`src/rtl/bcd_pkg.sv`:
```
// Shared widths and types for the 6-bit binary-to-BCD converter.
package bcd_pkg;
  localparam int BIN_W     = 6;
  localparam int DIGIT_W   = 4;
  localparam int DIGIT_MAX = 9;

  typedef logic [DIGIT_W-1:0] bcd_digit_t;
  typedef logic [BIN_W-1:0]   bin6_t;
endpackage

```
`src/rtl/add3.sv`:
```
// Double-dabble correction cell: add 3 to a BCD nibble that is 5 or more.
module add3
  import bcd_pkg::*;
(
  input  bcd_digit_t in,
  output bcd_digit_t out
);
  // Inputs 10-15 never occur in the network, so their outputs are don't-care.
  assign out = (in >= bcd_digit_t'(5)) ? in + bcd_digit_t'(3) : in;
endmodule

```
`src/rtl/bcd_6b.sv`:
```
// Registered 6-bit binary-to-BCD converter: unrolled double-dabble network
// feeding a single output register with asynchronous active-low clear.
module bcd_6b
  import bcd_pkg::*;
(
  input  logic       clk,
  input  logic       rst_n,
  input  bin6_t      in,
  output bcd_digit_t ones,
  output bcd_digit_t tens
);
  bcd_digit_t w_c1, w_c2, w_c3;
  bcd_digit_t w_tens, w_ones;
  bcd_digit_t r_tens, r_ones;

  // The tens nibble never exceeds 3 before the final shift, so only the
  // ones nibble needs a correction cell in each of the three rows.
  add3 u_row1 (.in({1'b0, in[5:3]}),    .out(w_c1));
  add3 u_row2 (.in({w_c1[2:0], in[2]}), .out(w_c2));
  add3 u_row3 (.in({w_c2[2:0], in[1]}), .out(w_c3));

  assign w_tens = {1'b0, w_c1[3], w_c2[3], w_c3[3]};
  assign w_ones = {w_c3[2:0], in[0]};

  always_ff @(posedge clk or negedge rst_n) begin
    if (!rst_n) begin
      r_tens <= '0;
      r_ones <= '0;
    end else begin
      // NOTE: non-blocking assignments keep every flop sampling pre-edge values.
      r_tens <= w_tens;
      r_ones <= w_ones;
    end
  end

  assign tens = r_tens;
  assign ones = r_ones;
endmodule

```
`config.mk`:
```
export PLATFORM = sky130hd
export DESIGN_NAME = bcd_6b
export DESIGN_NICKNAME = d
export VERILOG_FILES = /design/src/rtl/bcd_pkg.sv /design/src/rtl/add3.sv /design/src/rtl/bcd_6b.sv
export SDC_FILE = /design/constraint.sdc
export NUM_CORES = 1
export LEC_CHECK = 0
export ABC_AREA = 0
export CAP_MARGIN = 5
export CORE_AREA = 2 2 39 41
export CTS_CLUSTER_DIAMETER = 60
export DETAILED_ROUTE_END_ITERATION = 8
export DIE_AREA = 0 0 41 43
export PLACE_DENSITY = 0.69
export SLEW_MARGIN = 20
export SYNTH_ARGS = -nofsm -noshare
export SYNTH_HDL_FRONTEND = slang
export SYNTH_SLANG_ARGS = --single-unit
```
`constraint.sdc`:
```
create_clock -name clk -period 1.59 [get_ports clk]
set_clock_uncertainty 0.15 [all_clocks]
set_input_delay 0.159 -clock clk [delete_from_list [all_inputs] [get_ports clk]]
set_output_delay 0.159 -clock clk [all_outputs]
set_load 0.1 [all_outputs]
```
* After elaboration in Yosys (flattened, before gate mapping)
Cells that the tools add are included.
** Storage, ports and cells
- Register bits :: 7
- Output and inout bits :: 8
- Word-level logic and storage cells :: 11
** Operators by class
- Add/subtract/negate cells :: 3
- Magnitude comparators :: 3
- Multiplexer cells :: 3
** Operators with widths (count)
- $mux 4 :: 3
- $add 4x2->4 const B :: 2
- $ge 4x3->1 const B :: 2
- $add 3x2->4 const B :: 1
- $ge 3x3->1 const B :: 1

* Longest topological paths before layout
Gate-level depths: netlist of run 1.
- Depth after elaboration :: 6
- Depth in mapped cells :: 10

* Hierarchy
Synthesis of run 1 repeated with hierarchy kept, for this count alone.
** Second synthesis, totals
- Cells, all modules :: 57
- Area, all modules :: 490.5 µm²
** Modules (own cells, without submodules)
- add3 :: times used 3, cells an instance 16, area an instance 101.3 µm²
- bcd_6b :: times used 1, cells an instance 9, area an instance 186.4 µm²

* Worst setup path after synthesis of run 1
Ideal clock, no wire load.
- Path kind :: input to register
- From :: input in[4]
- To :: register r_tens[0], in the netlist tens[0]
- Library setup time :: 0.125 ns
- Data arrival time :: 2.148 ns
- Setup slack :: -0.833 ns
- Stages on the path :: 10
- Cells stage by stage :: inv_1 -> ha_1 -> o21ai_0 -> mux2_2 -> ha_1 -> nand2b_1 -> or4b_4 -> a221oi_4 -> o211ai_1 -> xnor2_1
** On the way
- Cells in the longest elaborated chain, start to end :: 6
- Elaborated cells between the ends (all ways) :: 9
- Those cells by class :: 3 x add/sub; 3 x order compare; 3 x mux
** Ends and longest elaborated chain
- start: declaration :: line bcd_6b.sv:8 : input bin6_t in,
- $add 3x2->4 or $ge 3x3->1 (tied branches) :: line add3.sv:9 : assign out = (in >= bcd_digit_t'(5)) ? in + bcd_digit_t'(3) : in;
- $mux 4 (*) :: line add3.sv:9
- $add 4x2->4 or $ge 4x3->1 (tied branches) :: line add3.sv:9
- $mux 4 (*) :: line add3.sv:9
- $add 4x2->4 or $ge 4x3->1 (tied branches) :: line add3.sv:9
- $mux 4 (*) :: line add3.sv:9
- named net u_row3.out[3] :: line add3.sv:6 : output bcd_digit_t out
- end signal: assignment :: line bcd_6b.sv:31 : r_tens <= w_tens;
- end: declaration :: line bcd_6b.sv:14 : bcd_digit_t r_tens, r_ones;
The timed path passes the listed nets; every way through them passes the cells marked *.

* Final worst setup path of run 1
- From :: input in[4]
- To :: register r_ones[2], in the netlist ones[2]
** On the way
- Cells in the longest elaborated chain, start to end :: 6
- Elaborated cells between the ends (all ways) :: 9
- Those cells by class :: 3 x add/sub; 3 x order compare; 3 x mux
** Ends and longest elaborated chain
- $add 3x2->4 or $ge 3x3->1 (tied branches) :: line add3.sv:9
- $mux 4 (*) :: line add3.sv:9
- $ge 4x3->1 or $add 4x2->4 (tied branches) :: line add3.sv:9
- $mux 4 (*) :: line add3.sv:9
- $add 4x2->4 or $ge 4x3->1 (tied branches) :: line add3.sv:9
- $mux 4 (*) :: line add3.sv:9
- named net u_row3.out[1] :: line add3.sv:6
- end signal: assignment :: line bcd_6b.sv:32 : r_ones <= w_ones;
- end: declaration :: line bcd_6b.sv:14
Marked as above.

==> run metrics, run 1 <==
CP max stage delay 0.49 ns; Worst VDD drop 0.3494 mV; vias per cell 5.058; Horiz. Die Dim 41 um; overall die area 1763 um2; post-synthesis mux area share 4.096%; Synthesized Nets 63; Worst Setup SP in[4]; IO Pins 16; total gr overflow 0; starting density of the core 37.52%; post-synthesis xor/xnor area fraction 1.687%; Root Driver clkbuf_4; status complete, but fails checks; max-cap viol count 0; Crit-path slowest cell or4b_4; CTS tree yes; crit path launch type input port; final WL 1.394 mm; Die H 43 um; Setup WS post-layout -0.5846 ns; Synth Area per Inst 10.18 um2; Ant. Diodes 0; port buffer count 14; Crit Path Category input port to register; core area 1384 um2; Final Max Slew Viols 0; clock buffer depth 2; Yosys cell types 32; Pleak 0.4910 nW; CTS sink cnt 7; first-pass GRT wire length 2.242 mm; most used cell, CP ha_4; Pre-antenna DRT Iters 4; Setup TNS -2.249 ns; post-synthesis compound-gate area fraction 28.67%; number of global-route vias before repair 548; Placement Setup Slack -1.353 ns; design area 1008 um2; post-DP HPWL 1.095 mm; fraction of layout cells with a size suffix above 1 54.02%; Layout area overhead 94.22%; ANT nets after route 0; RSZ-0062 raised after global routing true; worst hold path type input port to async pin; number of remaining DRC errors 0; total track usage 18.45%; Vias 521; Clock Pin Slew Worst Setup and Hold Paths 0.05 ns; Final GP Congestion 0.8369; initial antenna violation count 0; Yosys reg bits 7; Final setup violation count 4; final std cells w/o fill 103; H-tree lvl count 1; final hold violations 0; Initial DRC Count 13; crit path max fanout 5; Post-DP Area 934.6 um2; Pwr Density 954.4 nW/um2; Cell Rows 14; final net count 100; crit path cell chain buf_12 -> inv_16 -> ha_4 -> o21ai_2 -> mux2_4 -> ha_4 -> nand2b_4 -> or4b_4 -> a221oi_4 -> buf_4 -> a21oi_2 -> a31oi_1; Synth warnings 0; main combinational cell family by area after synthesis compound AO/OA/AOI/OAI gates; Max Freq 459.8 MHz; hold slack 0.01643 ns; synthesized cell area 519.2 um2; Post-Syn Instances 51; cts bufs inserted 3; number of placed instances, taps included 99; fin crit share 136.8%; wire per inst 13.53 um; minimum clock period 2.175 ns; failing checks setup timing; Seq/Total Area, Yosys 33.73%; largest net degree at the start of global routing 8; Synth Area in Adders 9.639%; Worst EP required 1.60 ns; WP data arrival 2.19 ns; Simple-Gate Fraction of Synth Area 16.39%; Worst Setup End Kind register
==> path summary, 6_finish.rpt <==
kind,end,depth (start not counted)
min in group clk,tens[2]$_DFF_PN0_,3
worst min-delay path,tens[1]$_DFF_PN0_,1
worst max-delay path,ones[2]$_DFF_PN0_,12
max in group asynchronous,ones[3]$_DFF_PN0_,1
==> layer usage <==
layer  routed length [um]  track usage (%)  vias to the layer above
li1                     -                -                      263
met1                  516            19.87                      246
met2                  827            33.13                       12
met3                   50            1.571                        0
met4                    0            8.667                        0
met5                    0                0                        -
==> critical path: cells and delay by family <==
kind                       cells  cell delay, ns
muxes                          1            0.30
and+or+nand+nor                2            0.55
AOI/OAI and AO/OA              4            0.54
buffers and inverters          3            0.34
adders and majority gates      2            0.29
==> logic make-up after synthesis <==
logic type | count (synthesis)
multiplexers | 2
other | 1
AO/OA/AOI/OAI | 18
buffers and inverters | 6
adder cells (fa/ha/maj) | 4
XOR/XNOR | 1
flip-flops | 7
AND/OR/NAND/NOR | 12
==> timing repair <==
| action | in CTS | in global routing |
|---|---|---|
| cloned | 0 | 0 |
| pin swaps | 8 | 3 |
| buffers inserted | 1 | 0 |
| endpoints found under the setup margin | 5 | 5 |
| resized for setup | 19 | 7 |
| hold buffers | 0 | 0 |
==> report_power, final <==
| group | switching (W) | internal, W |
|---|---|---|
| Combinational | 0.000339 | 0.000239 |
| Clock | 0.0000601 | 0.0000954 |
| Sequential | 0.0000224 | 0.000206 |
| Total | 0.000421 | 0.000541 |
==> layout by cell type (no fill, tap or decap), types with 2 or more instances in the layout <==
| cell | n |
|---|---|
| dfrtp_1 | 7 |
| a21oi_1 | 2 |
| clkdlybuf4s50_1 | 3 |
| inv_1 | 3 |
| buf_4 | 20 |
| buf_12 | 8 |
| a21o_1 | 3 |
| nor2_1 | 2 |
| ha_4 | 3 |
| clkbuf_4 | 3 |
==> synthesized netlist by cell type, drive strengths merged <==
cell,n,share of area [%]
a211oi,1,1.4
a21bo,1,1.9
a21boi,1,1.4
a21o,3,4.3
a21oi,3,2.9
a221oi,1,5.1
a22o,1,1.7
a2bb2oi,1,1.7
a311oi,1,1.7
a31oi,1,1.2
and2,2,2.9
buf,1,1.4
conb,1,0.72
dfrtp,7,34
ha,4,9.6
inv,5,3.6
mux2,1,2.2
mux2i,1,1.9
nand2,1,0.72
nand2b,1,1.2
nand3,1,0.96
nor2,2,1.4
nor3,2,2.9
nor4b,1,1.7
nor4bb,1,1.9
o211a,1,1.9
o211ai,1,1.4
o21ai,2,1.9
or4b,1,2.6
xnor2,1,1.7
==> through the flow <==
stage                     util (%)  total power, W
after floorplan                  -       0.0005579
after global placement       67.54       0.0007808
after detailed placement     67.54       0.0007906
after CTS                    71.97       0.0009698
after global routing         72.88        0.001007
final                        72.88       0.0009625
==> area by class of cell <==
cell class / count / area [um2]
well taps: 16 / 20.02
multi-input cells: 38 / 389.1
repair buffers: 33 / 362.8
fillers: 99 / 375.4
clock buffers: 4 / 26.28
inverters: 5 / 35.03
flip-flops and latches: 7 / 175.2
==> sequential cells by signal (all words and copies together) (netlist names) <==
register / cells
tens: 3
ones: 4
Power figures use the tool's default switching activity.
==> inputs of run 2 (changes only) <==
--- a/config.mk
+++ b/config.mk
@@ -7,11 +7,12 @@
 export LEC_CHECK = 0
 export ABC_AREA = 0
 export CAP_MARGIN = 5
-export CORE_AREA = 2 2 39 41
+export CELL_PAD_IN_SITES_DETAIL_PLACEMENT = 0
+export CELL_PAD_IN_SITES_GLOBAL_PLACEMENT = 1
+export CORE_UTILIZATION = 35
 export CTS_CLUSTER_DIAMETER = 60
 export DETAILED_ROUTE_END_ITERATION = 8
-export DIE_AREA = 0 0 41 43
-export PLACE_DENSITY = 0.69
+export PLACE_DENSITY_LB_ADDON = 0.1
 export SLEW_MARGIN = 20
 export SYNTH_ARGS = -nofsm -noshare
 export SYNTH_HDL_FRONTEND = slang
==> run metrics, run 2 (synthesis gave the netlist of run 1 again) <==
status complete, but fails checks; failing checks setup timing; Final GP Congestion 0.7163 (-14%); Pleak 0.4908 nW (about the same); Horiz. Die Dim 40.52 um (-1.2%); max-cap viol count 0 (unchanged); Initial DRC Count 2 (-11); metal2 WL 627 um (-24%); Worst EP required 1.57 ns (-0.03 ns); overall die area 1641 um2 (-6.9%); Clock Pin Slew Worst Setup and Hold Paths 0.05 ns (about the same); Met1 Wirelength 529 um (+2.5%); core area 1334 um2 (-3.6%); initial antenna violation count 0 (unchanged); WP data arrival 2.20 ns (about the same); met3 WL post-DR 52 um (+4.0%); Vias 505 (-3.1%); fin crit share 139.9% (+3.1 points); wire per inst 12.17 um (-10%); number of placed instances, taps included 95 (-4.0%); Final Max Slew Viols 0 (unchanged); CTS sink cnt 7 (unchanged); Power Total 0.0009604 W (-0.21%); worst hold path type input port to async pin; total gr overflow 0 (unchanged); port buffer count 14 (unchanged); final WL 1.229 mm (-12%); ANT nets after route 0 (unchanged); starting density of the core 38.93% (+1.4 points); cts bufs inserted 3 (unchanged); number of remaining DRC errors 0 (unchanged); largest net degree at the start of global routing 8 (unchanged); Cell Rows 13 (-1); final hold violations 0 (unchanged); CTS Hold Buffers Added 0 (unchanged); fin util 75.52% (+2.6 points); Setup WS post-layout -0.6343 ns (-0.04968 ns); CTS tree yes; Die H 40.52 um (-5.8%); total track usage 17.49% (-0.96 points); number of global-route vias before repair 419 (-24%); Pre-antenna DRT Iters 3 (-1); IO Pins 16 (unchanged); Ant. Diodes 0 (unchanged); minimum clock period 2.224 ns (+0.04968 ns); RSZ-0062 raised after global routing true; post-DP HPWL 969 um (-12%); Final setup violation count 4 (unchanged); Pwr Density 953.5 nW/um2 (about the same); final std cells w/o fill 101 (-1.9%); clock buffer depth 2 (unchanged); Largest register FFs 4 (unchanged); crit path max fanout 5 (unchanged); Top Metal Used met4; Worst VDD drop 0.6488 mV (+86%); fraction of layout cells with a size suffix above 1 54.65% (+0.63 points); Root Driver clkbuf_4; final net count 99 (-1.0%); Layout area overhead 93.98%; crit path launch type input port; first-pass GRT wire length 1.766 mm (-21%); Max Freq 449.6 MHz (-2.2%); commonest cells after routing, fill and taps aside 19 x buf_4, 8 x buf_12, 7 x dfrtp_1; Crit Path Category input port to register; H-tree lvl count 1 (unchanged); Worst Setup SP in[4]; vias per cell 5.000 (-1.2%); Worst Setup End Kind register; most common cell after layout, fill and taps aside buf_4
==> run 2: cell types whose count changed in the layout (fill, tap and decap cells not counted) <==
cell / change
clkinv_2: +1
clkbuf_1: -1
buf_4: -1
inv_1: +1
a2bb2oi_2: +1
inv_2: -1
a2bb2oi_1: -1
==> run 2: per-stage QoR <==
stage | worst slack [ns] | hold WS, ns | cell area, um2 | TNS (ns)
4_1_cts | -0.7032 | 0.01744 | 999.7 | -2.732
5_1_grt | -0.7070 | 0.03902 | 1007 | -2.619
2_1_floorplan | -0.6758 | -0.2866 | 569.3 | -2.554
3_5_place_dp | -1.417 | 0.2895 | 910.9 | -6.336
6_report | -0.6343 | 0.01647 | 1007 | -2.396
3_3_place_gp | -1.361 | 0.2779 | 910.9 | -6.178
==> run 2: final cells by class <==
cell class / instances / area (um2)
Multi-Input combinational cell: 38 / 395.4
Timing Repair Buffer: 32 / 355.3
Fill cell: 96 / 326.6
Sequential cell: 7 / 175.2
Inverter: 5 / 35.03
Clock buffer: 3 / 22.52
Tap cell: 15 / 18.77
Clock inverter: 1 / 5.005
==> run 2: worst paths after layout <==
path,endpoint
max,tens[0]$_DFF_PN0_
min,ones[2]$_DFF_PN0_
max in group asynchronous,ones[0]$_DFF_PN0_
min in group clk,tens[2]$_DFF_PN0_
==> run 2: routing by layer <==
metal / global-route usage (%) / vias to the layer above
met4: 15.00 / 0
li1: - / 260
met3: 2.222 / 2
met2: 25.79 / 14
met5: 0 / -
met1: 22.07 / 229
==> run 2: timing repair <==
action	in CTS	in global routing
resized for setup	18	7
buffers inserted	2	2
setup endpoints to repair	5	5
endpoints found under the hold margin	0	0
pin swaps	7	6
==> run 2: report_power, final <==
| part | internal, W | switching (W) |
|---|---|---|
| combinational | 0.000239 | 0.000336 |
| clock | 0.0000917 | 0.0000644 |
| sequential | 0.000206 | 0.0000229 |
==> run 2: critical path, cell delays in order <==
cell	delay, ns
buf_12	0.11
inv_16	0.04
ha_4	0.12
o21ai_2	0.05
mux2_4	0.30
ha_4	0.18
nand2b_4	0.06
or4b_4	0.50
a221oi_4	0.35
o211ai_1	0.17
xnor2_1	0.15
==> inputs of run 3 (changes only) <==
--- a/config.mk
+++ b/config.mk
@@ -5,7 +5,7 @@
 export SDC_FILE = /design/constraint.sdc
 export NUM_CORES = 1
 export LEC_CHECK = 0
-export ABC_AREA = 0
+export ABC_AREA = 1
 export CAP_MARGIN = 5
 export CELL_PAD_IN_SITES_DETAIL_PLACEMENT = 0
 export CELL_PAD_IN_SITES_GLOBAL_PLACEMENT = 1
@@ -13,7 +13,7 @@
 export CTS_CLUSTER_DIAMETER = 60
 export DETAILED_ROUTE_END_ITERATION = 8
 export PLACE_DENSITY_LB_ADDON = 0.1
-export SLEW_MARGIN = 20
+export SLEW_MARGIN = 30
 export SYNTH_ARGS = -nofsm -noshare
 export SYNTH_HDL_FRONTEND = slang
 export SYNTH_SLANG_ARGS = --single-unit
==> run metrics, run 3 <==
status complete, but fails checks; failing checks setup timing; Pwr Density 1016 nW/um2 (+6.6%); H-tree lvl count 1 (unchanged); crit path max fanout 5 (unchanged); first-pass GRT wire length 2.118 mm (+20%); Clock Pin Slew Worst Setup and Hold Paths 0.06 ns (about the same); post-synthesis compound-gate area fraction 6.652% (-22 points); predominant post-synthesis flop cell dfrtp_1; fin util 67.19% (-8.3 points); Worst Setup SP in[4]; core area 1506 um2 (+13%); Synth Area in Adders 8.869% (-0.77 points); most common cell after layout, fill and taps aside nand2_1; ANT nets after route 0 (unchanged); Seq/Total Area, Yosys 31.04% (-2.7 points); cts bufs inserted 3 (unchanged); Ant. Diodes 0 (unchanged); final net count 115 (+16%); hold slack 0.007674 ns (-0.008800 ns); CTS sink cnt 7 (unchanged); count leader, synth nand2_1; leading area contributor after synthesis dfrtp_1; Vias 524 (+3.8%); Pre-antenna DRT Iters 2 (-1); Layout area overhead 79.38%; Post-Syn Instances 70 (+37%); main combinational cell family by area after synthesis simple AND/OR/NAND/NOR gates; Synthesized Nets 82 (+30%); synthesized cell area 564.3 um2 (+8.7%); Horiz. Die Dim 42.15 um (+4.0%); top cell type's share of synthesized area 31.04% (-2.7 points); fin crit share 104.6% (-35 points); Simple-Gate Fraction of Synth Area 43.46% (+27 points); post-DP HPWL 891.9 um (-8.0%); commonest cells after routing, fill and taps aside 17 x nand2_1, 15 x buf_4, 8 x buf_12; final hold violations 0 (unchanged); initial antenna violation count 0 (unchanged); final WL 1.177 mm (-4.2%); Crit Path Category input port to register; Final GP Congestion 0.8595 (+20%); clock buffer depth 2 (unchanged); WP data arrival 1.66 ns (-0.54 ns); Setup WS post-layout -0.07343 ns (+0.5609 ns); overall die area 1777 um2 (+8.2%); Yosys reg bits 7 (unchanged); Final setup violation count 4 (unchanged); total gr overflow 0 (unchanged); Root Driver clkbuf_4; post-synthesis xor/xnor area fraction 0% (-1.7 points); max-cap viol count 0 (unchanged); Synth warnings 0 (unchanged); Max Freq 601.2 MHz (+34%); total track usage 15.81% (-1.7 points); number of remaining DRC errors 0 (unchanged); CTS tree yes; design area 1012 um2 (+0.50%); Pleak 0.5329 nW (+8.6%); Die H 42.15 um (+4.0%); worst hold path type input port to async pin; starting density of the core 37.46% (-1.5 points); wire per inst 9.975 um (-18%); Worst VDD drop 0.4996 mV (-23%); Worst Setup End Kind register; synth cell count leaders 19 x nand2_1, 8 x inv_1, 7 x dfrtp_1, 7 x nand2_2; Worst EP required 1.59 ns (+0.02 ns); Post-synth EDFFs 0 (unchanged); ranking of synthesized cells by area dfrtp_1 31%, nand2_1 13%, ha_1 8.9%; Final Max Slew Viols 0 (unchanged); port buffer count 14 (unchanged); Synth Area per Inst 8.061 um2 (-21%); largest net degree at the start of global routing 8 (unchanged); vias per cell 4.441 (-11%); Initial DRC Count 8 (+6); crit path launch type input port; minimum clock period 1.663 ns (-0.5609 ns); fraction of layout cells with a size suffix above 1 57.84% (+3.2 points); Post-DP Area 932.1 um2 (+2.3%); RSZ-0062 raised after global routing true; ys async rst share 100.0% (unchanged); Setup TNS -0.1786 ns (+2.218 ns); Cell Rows 14 (+1); Yosys cell types 21 (-34%); CTS Hold Buffers Added 0 (unchanged); IO Pins 16 (unchanged); number of global-route vias before repair 513 (+22%); post-synthesis mux area share 0% (-4.1 points); Largest register FFs 4 (unchanged)
-- run 3: cell types whose count changed after synthesis, sizes merged, moves of 2 or more --
| cell | before | now |
|---|---|---|
| nand2 | 1 | 27 |
| inv | 5 | 12 |
| a21oi | 3 | 1 |
| a21o | 3 | 0 |
| nand3 | 1 | 9 |
| nor3 | 2 | 0 |
-- run 3: cell families (layout without fill, tap and decap cells) --
| kind of cell | Yosys count | in the layout |
|---|---|---|
| AOI/OAI and AO/OA | 4 | 4 |
| adders and majority gates | 4 | 4 |
| buffers and inverters | 13 | 45 |
| DFF | 7 | 7 |
| other | 1 | 1 |
| and+or+nand+nor | 41 | 41 |
-- run 3: repair_timing --
action / CTS / global route
setup buffers: 2 / 1
resized for setup: 13 / 13
pin swaps: 7 / 9
setup endpoints to repair: 5 / 4
endpoints found under the hold margin: 0 / 0
-- run 3: per-stage QoR --
stage               worst slack [ns]  instances  total power, W
floorplan                    -0.1742         70       0.0006201
global placement             -0.8870        112       0.0008512
detailed placement           -0.8917        112       0.0008539
CTS                          -0.1855        118        0.001031
global route                 -0.1799        118        0.001087
finish                      -0.07343        118        0.001028
-- run 3: cell type report --
type	count	area (um2)
well taps	16	20.02
multi-input cells	50	401.6
fillers	131	494.2
clock buffers	4	26.28
flip-flops and latches	7	175.2
inverters	12	57.56
repair buffers	29	331.6
-- run 3: worst paths after layout --
check | cells after the start | slack [ns] | endpoint
max | 17 | -0.07 | ones[2]$_DFF_PN0_
min | 1 | 0.008 | tens[0]$_DFF_PN0_
max in group asynchronous | 1 | 1.04 | tens[1]$_DFF_PN0_
min in group clk | 4 | 0.14 | tens[2]$_DFF_PN0_
-- run 3: critical path, cell delays in order --
cell and delay, ns:
buf_12 0.10, inv_12 0.03, ha_4 0.15, nand2_4 0.07
nand3_4 0.09, nand2_4 0.10, ha_4 0.13, inv_2 0.03
or2_4 0.23, nand3_4 0.09, nand2_4 0.07, nand2_4 0.07
nand3_4 0.09, nand2_4 0.10, nand2_2 0.05, nand2_1 0.06
nand2_1 0.04
-- run 3: layer usage --
layer / track usage (%) / routed length, um / up-vias
met5: 0 / 0 / -
met4: 13.13 / 19 / 0
met3: 0 / 22 / 2
met2: 25.94 / 642 / 10
met1: 19.41 / 492 / 232
li1: - / - / 280
-- run 3: power breakdown --
group	switching, W	internal (W)
Combinational	0.000393	0.000237
Clock	0.0000658	0.0000958
Sequential	0.0000265	0.000210
